## config.mk

```make
export PLATFORM = sky130hd
export DESIGN_NAME = divisor_arbitro
export DESIGN_NICKNAME = d
export VERILOG_FILES = /design/src/rtl/divisor_pkg.sv /design/src/rtl/divisor_core.sv /design/src/rtl/divisor_arbitro.sv
export SDC_FILE = /design/constraint.sdc
export NUM_CORES = 1
export LEC_CHECK = 0
export BUFFER_PORTS_ARGS = -buffer_cell sky130_fd_sc_hd__buf_2
export CORE_MARGIN = 8
export CORE_UTILIZATION = 30
export DETAILED_ROUTE_END_ITERATION = 16
export PLACE_DENSITY_LB_ADDON = 0.15
export SYNTH_ARGS = -nofsm -noshare
export SYNTH_HDL_FRONTEND = slang
export SYNTH_HIERARCHICAL = 1
export SYNTH_SLANG_ARGS = --single-unit
```

## constraint.sdc

```tcl
create_clock -name clk -period 4.1 [get_ports clk]
set_clock_uncertainty 0.05 [all_clocks]
set_input_delay 0.205 -clock clk [delete_from_list [all_inputs] [get_ports clk]]
set_output_delay 0.205 -clock clk [all_outputs]
set_load 0.01 [all_outputs]
```

## src/rtl/divisor_pkg.sv

```systemverilog
// divisor_pkg: shared state encoding and error pattern for the arbitrated divider.
//   IDLE/LOAD/WAIT/RESP : arbiter state encoding
//   ERR_PATTERN         : all-ones word; truncate with W'(ERR_PATTERN)
package divisor_pkg;

    typedef enum logic [1:0] {
        IDLE = 2'b00,
        LOAD = 2'b01,
        WAIT = 2'b10,
        RESP = 2'b11
    } state_t;

    localparam logic [31:0] ERR_PATTERN = '1;

endpackage

```

## src/rtl/divisor_core.sv

```systemverilog
// divisor_core: start/done repeated-subtraction unsigned divider.
//   clk, rst           : clock, async active-high reset
//   div_start          : one-cycle pulse, latches div_num/div_den
//   div_done           : one-cycle pulse, div_result/div_resto/div_err valid
//   div_err            : den==0, or 0<num<den (outputs forced to all ones)
module divisor_core
    import divisor_pkg::*;
#(
    parameter int W = 4
) (
    input  logic         clk,
    input  logic         rst,
    input  logic         div_start,
    input  logic [W-1:0] div_num,
    input  logic [W-1:0] div_den,
    output logic         div_done,
    output logic [W-1:0] div_result,
    output logic [W-1:0] div_resto,
    output logic         div_err
);

    logic         run_q, run_d;
    logic         done_q, done_d;
    logic         err_q, err_d;
    logic [W-1:0] rem_q, rem_d;
    logic [W-1:0] quo_q, quo_d;
    logic [W-1:0] den_q, den_d;
    logic [W-1:0] res_q, res_d;
    logic [W-1:0] resto_q, resto_d;
    logic         sub;
    logic         bad;

    assign sub = (rem_q >= den_q) && (den_q != '0);
    // Quotient still zero with a nonzero remainder means 0 < num < den.
    assign bad = (den_q == '0) || ((quo_q == '0) && (rem_q != '0));

    always_comb begin
        run_d   = run_q;
        done_d  = 1'b0;
        err_d   = err_q;
        rem_d   = rem_q;
        quo_d   = quo_q;
        den_d   = den_q;
        res_d   = res_q;
        resto_d = resto_q;
        if (div_start) begin
            run_d = 1'b1;
            rem_d = div_num;
            quo_d = '0;
            den_d = div_den;
        end else if (run_q) begin
            if (sub) begin
                rem_d = rem_q - den_q;
                quo_d = quo_q + 1'b1;
            end else begin
                run_d   = 1'b0;
                done_d  = 1'b1;
                err_d   = bad;
                res_d   = bad ? W'(ERR_PATTERN) : quo_q;
                resto_d = bad ? W'(ERR_PATTERN) : rem_q;
            end
        end
    end

    always_ff @(posedge clk or posedge rst) begin
        if (rst) begin
            run_q   <= 1'b0;
            done_q  <= 1'b0;
            err_q   <= 1'b0;
            rem_q   <= '0;
            quo_q   <= '0;
            den_q   <= '0;
            res_q   <= '0;
            resto_q <= '0;
        end else begin
            run_q   <= run_d;
            done_q  <= done_d;
            err_q   <= err_d;
            rem_q   <= rem_d;
            quo_q   <= quo_d;
            den_q   <= den_d;
            res_q   <= res_d;
            resto_q <= resto_d;
        end
    end

    assign div_done   = done_q;
    assign div_result = res_q;
    assign div_resto  = resto_q;
    assign div_err    = err_q;

endmodule

```

## src/rtl/divisor_arbitro.sv

```systemverilog
// divisor_arbitro: round-robin arbiter sharing one divisor_core between two requesters.
//   req0/num0/den0, req1/num1/den1 : requests held until the matching ack
//   ack0/ack1                      : one-cycle response pulse
//   result/resto/err               : quotient, remainder, error (hold until next capture)
//   busy                           : high whenever not IDLE
module divisor_arbitro
    import divisor_pkg::*;
#(
    parameter int W       = 4,
    parameter int TIMEOUT = 20
) (
    input  logic         clk,
    input  logic         rst,
    input  logic         req0,
    input  logic [W-1:0] num0,
    input  logic [W-1:0] den0,
    input  logic         req1,
    input  logic [W-1:0] num1,
    input  logic [W-1:0] den1,
    output logic         ack0,
    output logic         ack1,
    output logic [W-1:0] result,
    output logic [W-1:0] resto,
    output logic         err,
    output logic         busy
);

    localparam int CW = $clog2(TIMEOUT + 1);

    state_t       state_q, state_d;
    logic         last_q, last_d;
    logic         gnt_q, gnt_d;
    logic [W-1:0] num_q, num_d;
    logic [W-1:0] den_q, den_d;
    logic [CW-1:0] cnt_q, cnt_d;
    logic [W-1:0] result_q, result_d;
    logic [W-1:0] resto_q, resto_d;
    logic         err_q, err_d;

    logic         div_start;
    logic         div_done;
    logic [W-1:0] div_result;
    logic [W-1:0] div_resto;
    logic         div_err;

    divisor_core #(.W(W)) u_core (
        .clk        (clk),
        .rst        (rst),
        .div_start  (div_start),
        .div_num    (num_q),
        .div_den    (den_q),
        .div_done   (div_done),
        .div_result (div_result),
        .div_resto  (div_resto),
        .div_err    (div_err)
    );

    always_ff @(posedge clk or posedge rst) begin
        if (rst) begin
            state_q  <= IDLE;
            last_q   <= 1'b1;
            gnt_q    <= 1'b0;
            num_q    <= '0;
            den_q    <= '0;
            cnt_q    <= '0;
            result_q <= '0;
            resto_q  <= '0;
            err_q    <= 1'b0;
        end else begin
            state_q  <= state_d;
            last_q   <= last_d;
            gnt_q    <= gnt_d;
            num_q    <= num_d;
            den_q    <= den_d;
            cnt_q    <= cnt_d;
            result_q <= result_d;
            resto_q  <= resto_d;
            err_q    <= err_d;
        end
    end

    always_comb begin
        state_d  = state_q;
        last_d   = last_q;
        gnt_d    = gnt_q;
        num_d    = num_q;
        den_d    = den_q;
        cnt_d    = cnt_q;
        result_d = result_q;
        resto_d  = resto_q;
        err_d    = err_q;
        case (state_q)
            IDLE: begin
                if (req0 || req1) begin
                    // On contention the requester not served last time wins.
                    gnt_d   = (req0 && req1) ? ~last_q : req1;
                    num_d   = gnt_d ? num1 : num0;
                    den_d   = gnt_d ? den1 : den0;
                    last_d  = gnt_d;
                    state_d = LOAD;
                end
            end
            LOAD: begin
                if (den_q == '0) begin
                    err_d    = 1'b1;
                    result_d = W'(ERR_PATTERN);
                    resto_d  = W'(ERR_PATTERN);
                    state_d  = RESP;
                end else begin
                    cnt_d   = '0;
                    state_d = WAIT;
                end
            end
            WAIT: begin
                // done is tested first so it wins over a same-cycle timeout.
                if (div_done) begin
                    err_d    = div_err;
                    result_d = div_result;
                    resto_d  = div_resto;
                    state_d  = RESP;
                end else if (cnt_q == CW'(TIMEOUT - 1)) begin
                    err_d    = 1'b1;
                    result_d = W'(ERR_PATTERN);
                    resto_d  = W'(ERR_PATTERN);
                    state_d  = RESP;
                end else begin
                    cnt_d = cnt_q + 1'b1;
                end
            end
            RESP: state_d = IDLE;
        endcase
    end

    always_comb begin
        div_start = (state_q == LOAD) && (den_q != '0);
        ack0      = (state_q == RESP) && !gnt_q;
        ack1      = (state_q == RESP) && gnt_q;
        busy      = state_q != IDLE;
    end

    assign result = result_q;
    assign resto  = resto_q;
    assign err    = err_q;

endmodule
```

; ---- Yosys cells after proc, flatten, opt, wreduce, memory -nomap -nowiden
; Cells that the tools add are included.
[totals]
mem_bits_rw = 0
memories = 0
wordCells = 96
register_bits = 49
in_bits = 20
latch_bits = 0
rom_bits = 0
[classes]
muxes = 36
n_shift = 0
addsub = 3
eq_ne = 10
n_reduce_logical = 26
bitwise = 3
magnitude_cmp = 1
div = 0
n_mul = 0
[ops]
columns = operator, count
row1 = $mux 4, 14
row2 = $pmux 4 s2, 2
row3 = $mux 5, 3
row4 = $logic_not 4->1, 3
row5 = $reduce_bool 4->1, 3
row6 = $mux 1, 11
row7 = $ne 2x2->1 const B, 5
row8 = $pmux 5 s2, 1
row9 = $pmux 2 s4, 1
row10 = $reduce_bool 2->1, 4
row11 = $logic_and 1x1->1, 6
row12 = $mux 2, 3
row13 = $reduce_and 2->1, 3
row14 = $reduce_and 3->1, 2
row15 = $add 5x1->5 const B, 1
row16 = $eq 5x5->1 const B, 1
row17 = $add 4x1->4 const B, 1
row18 = $eq 2x2->1 const B, 2
row19 = $ge 4x4->1, 1
row20 = $reduce_and 4->1, 1
row21 = $sub 4x4->4, 1
row22 = $ne 3x2->1 const B, 1
row23 = $not 1->1, 3
row24 = $eq 2x1->1 const B, 1
row25 = other kinds (4), 5

; ---- Depth between registers and ports, before layout
[logic_depth]
ltp_word = 5
ltp_mapped = 8
ltp_nobuf = 7

; ---- By module
; Netlist, hierarchy kept.
[modules_own_cells]
columns = module, area_per_inst_um2, instances, seq_area_each_um2, cells_per_inst
row1 = divisor_arbitro, 1318.8, 1, 651.9, 118
row2 = divisor_core, 1162.4, 1, 575.6, 106

; ---- Least setup slack after synthesis
; No wires, ideal clock.
[synth_timing]
kind = reg2reg
from = reg den_q[3] (netlist name)
to = reg u_core.resto_q[0], in the netlist u_core/div_resto[0]
stages_incl_launch_ff = 8
setup_time_ns = 0.121
setup_slack_ns = 1.872
t_arrival_ns = 2.056
path_cell_list = dfrtp_1 > or4_4 > and2_4 > inv_1 > nand2_1 > or4b_4 > buf_6 > o22a_1
[synth_rtl]
columns = item, line_no
row1 = end signal: assignment, divisor_core.sv:83  ; resto_q <= resto_d;
row2 = end: declaration, divisor_core.sv:29  ; logic [W-1:0] resto_q, resto_d;

==> metrics.md <==
| Metric | Value |
|---|---|
| Pleak | `1.21 nW` |
| Slew @ Worst Pin | `roughly 1 ns` |
| Synth warn | `6` |
| Port bufs | `31` |
| Ys async rst share | `100%` |
| Routed vias/inst | `4.92` |
| Setup_tns | `0 ns` |
| VDD IR max | `189 uV` |
| Wire length on met3 | `281 microns` |
| Min Tclk post-route | `2.40 ns` |
| Crit path max fanout | `24` |
| H-tree depth | `2` |
| Pint | `between 1 and 1.5 mW` |
| # resized after CTS | `0` |
| Initial core utilization | `a little under a third` |
| CP required | `between 4 and 5 ns` |
| Final setup fails | `0` |
| Critical Path Sink Type | `flop` |
| Synthesized area per cell | `11.1 sq um` |
| Wire length per cell | `14.0 microns` |
| Power share of the clock group | `13.6%` |
| Clk Latency, worst-skew pair | `0.30 ns` |
| Met2 WL | `roughly 2.1 mm` |
| P_sw | `0.873 mW` |
| Share of layout cells above drive strength 1 | `21.7%` |
| Die X | `between 100 and 150 microns` |
| Worst setup SP type | `flop` |
| EDFF count, synth | `0` |
| Combinational share of power | `between 40 and 50%` |
| Register-to-register setup slack | `1.70 ns` |
| Initial antenna violation count | `0` |
| # diodes | `0` |
| Setup bufs post-CTS | `0` |
| Clk slew on worst S/H paths | `approximately 0.090 ns` |
| Post-Synth XOR/XNOR Area | `0.353%` |
| Post-Syn Nets | `257` |
| Sequential element share of the synthesized area | `49.5%` |
| Power density cells | `741 nW/um^2` |
| Post-Syn Area | `2480 sq um` |
| Post-Synth Simple-Gate Area | `between 10% and 20%` |
| Row cnt | `33` |
| #FFs+latches synth | `49` |
| HPWL Detailed | `between 3 and 4 mm` |
| # IOs | `32` |
| Grt ovf | `0` |
| RSZ-0062 raised after global routing | `no` |
| Largest family of logic cells by synthesized area | `compound AO/OA/AOI/OAI gates` |
| Fin. Hold Viols | `0` |
| Crit share post-route | `58.4%` |
| Status | `finished clean` |
| Rel. slew slack | `about a third` |
| GRT Total Usage | `9.46%` |
| Post-synthesis adder-cell area fraction | `6.86%` |
| Ys flop type | `dfrtp_1` |
| Hold-fix buffers, CTS | `0` |
| Largest net degree at the start of global routing | `27` |
| Pwr Total | `2.10 mW` |
| WL met1 | `2.61 mm` |
| Initial drt markers | `87` |
| Critical path class | `reg2reg` |
| Global-route wire length before repair | `8.91 mm` |
| Via Count | `1,786` |
| Post-synthesis mux area share | `4.08%` |
| Max cap viols | `0` |
| Die Y | `between 100 and 150 microns` |
| DRT antenna net count | `0` |
| Gp weighted congestion | `0.780` |
| Vias in the first global route | `1,835` |
| Bufs on Longest Clock Path | `2` |
| CTS tree | `built` |
| Die area | `11,400 sq um` |
| Clock root cell | `clkbuf_8` |
| Most frequent cells in the layout | `48 x dfrtp_1, 31 x buf_2, 22 x nand2_1, 17 x o22a_1` |
| Synth Instances | `224` |
| Sink Count | `49` |
| Core Area | `8130 sq um` |
| Worst path arrival time | `between 2 and 3 ns` |
| Sequential power share | `39.3%` |
| Final Slew Violations | `0` |
| CTS Buf Count | `5` |
| Highest clock rate | `about 420 MHz` |
| Pre-antenna DRT Iters | `4` |
| Distinct cells, synth | `56` |
| Area grow syn2layout | `14.2%` |
| DRC Markers | `0` |
| Switching portion of total power | `41.6%` |
| Routed WL | `5.06 mm` |
| Highest Signal Layer | `met4` |
| Fin nets | `290` |
| Worst Hold Class | `in2async` |
| Commonest non-fill, non-tap cell in the layout | `dfrtp_1` |
| Post-synthesis compound-gate area fraction | `19.8%` |
==> registers in the layout, summed over array words and instances, names as in the netlist <==
| register | count |
|---|---|
| cnt_q | 5 |
| den_q | 4 |
| num_q | 4 |
| resto | 4 |
| result | 4 |
| u_core/den_q | 4 |
| u_core/div_resto | 4 |
| u_core/div_result | 4 |
| u_core/quo_q | 4 |
| u_core/rem_q | 4 |
| state_q | 2 |
| err | 1 |
| gnt_q | 1 |
| last_q | 1 |
| u_core/div_done | 1 |
| u_core/div_err | 1 |
| u_core/run_q | 1 |
==> area by class of cell <==
| cell class | instances | area, sq um |
|---|---|---|
| fill | 836 | 5300 |
| sequential | 49 | 1230 |
| multi-input combinational | 153 | 1160 |
| timing repair buffer | 32 | 163 |
| tap | 105 | 131 |
| clock buffer | 5 | 68.8 |
| inverter | 16 | 60.1 |
| clock inverter | 3 | 22.5 |
==> cells by family (layout without fill, tap and decap cells) <==
group                      Yosys count  in the layout
AOI/OAI and AO/OA                   65             65
adders and majority gates           13             13
buffers and inverters               22             56
and+or+nand+nor                     64             64
muxes                               10             10
xor gates and xnor gates             1              1
DFF                                 49             49
==> cells in the mapped netlist (all sizes together) (4+ instances only) <==
cell type  instances  area, sq um
nand2             23         88.8
o311ai             4         35.0
or4                5         45.0
nand3              7         35.0
inv               16         60.1
mux2i              9         90.1
ha                12          150
dfrtp             48         1200
a21oi              9         60.1
o22a              17          149
o21ai             18         93.8
==> worst paths after layout <==
| check | startpoint | endpoint | cells after the start |
|---|---|---|---|
| setup / recovery | den_q[3] | u_core/div_result[3] | 6 |
| hold / removal | rst | u_core/den_q[2] | 2 |
| setup reg to reg | den_q[3] | u_core/div_result[3] | 6 |
| hold reg to reg | u_core/div_resto[1] | resto[1] | 1 |
| max in group asynchronous | rst | resto[3] | 2 |
| min in group clk | req0 | last_q | 2 |
==> power groups by stage <==
stage / registers, mW / logic, mW / clock network [mW]
floorplan: 0.809 / 0.775 / 0
global placement: 0.832 / 1.01 / 0
detailed placement: 0.837 / 1.00 / 0
global route: 0.857 / 1.13 / 0.321
CTS: 0.826 / 1.01 / 0.306
finish: 0.824 / 0.989 / 0.286
==> stage by stage <==
stage               cells  hold slack [ns]  setup slack (ns)  area, sq um  util, %
floorplan             224            0.157              1.87         2480        -
global route          363           0.0552              1.59         2830     34.8
detailed placement    355            0.378              1.71         2740     33.7
CTS                   363           0.0445              1.70         2830     34.8
global placement      355            0.366              1.75         2740     33.7
finish                363           0.0459              1.70         2830     34.8
==> metal layers <==
layer | GRT usage (%) | vias to the layer above
met2 | 14.2 | 44
met1 | 12.7 | 844
met5 | 0 | -
met3 | 3.18 | 2
li1 | - | 896
met4 | 2.71 | 0
==> critical path: stages, from the launching register on <==
cell and delay (ns):
dfrtp_1 0.42, or4_4 0.55, and2_4 0.25, inv_1 0.12
nand2_1 0.09, or4b_4 0.60, o22a_1 0.20
Power figures use the tool's default switching activity.
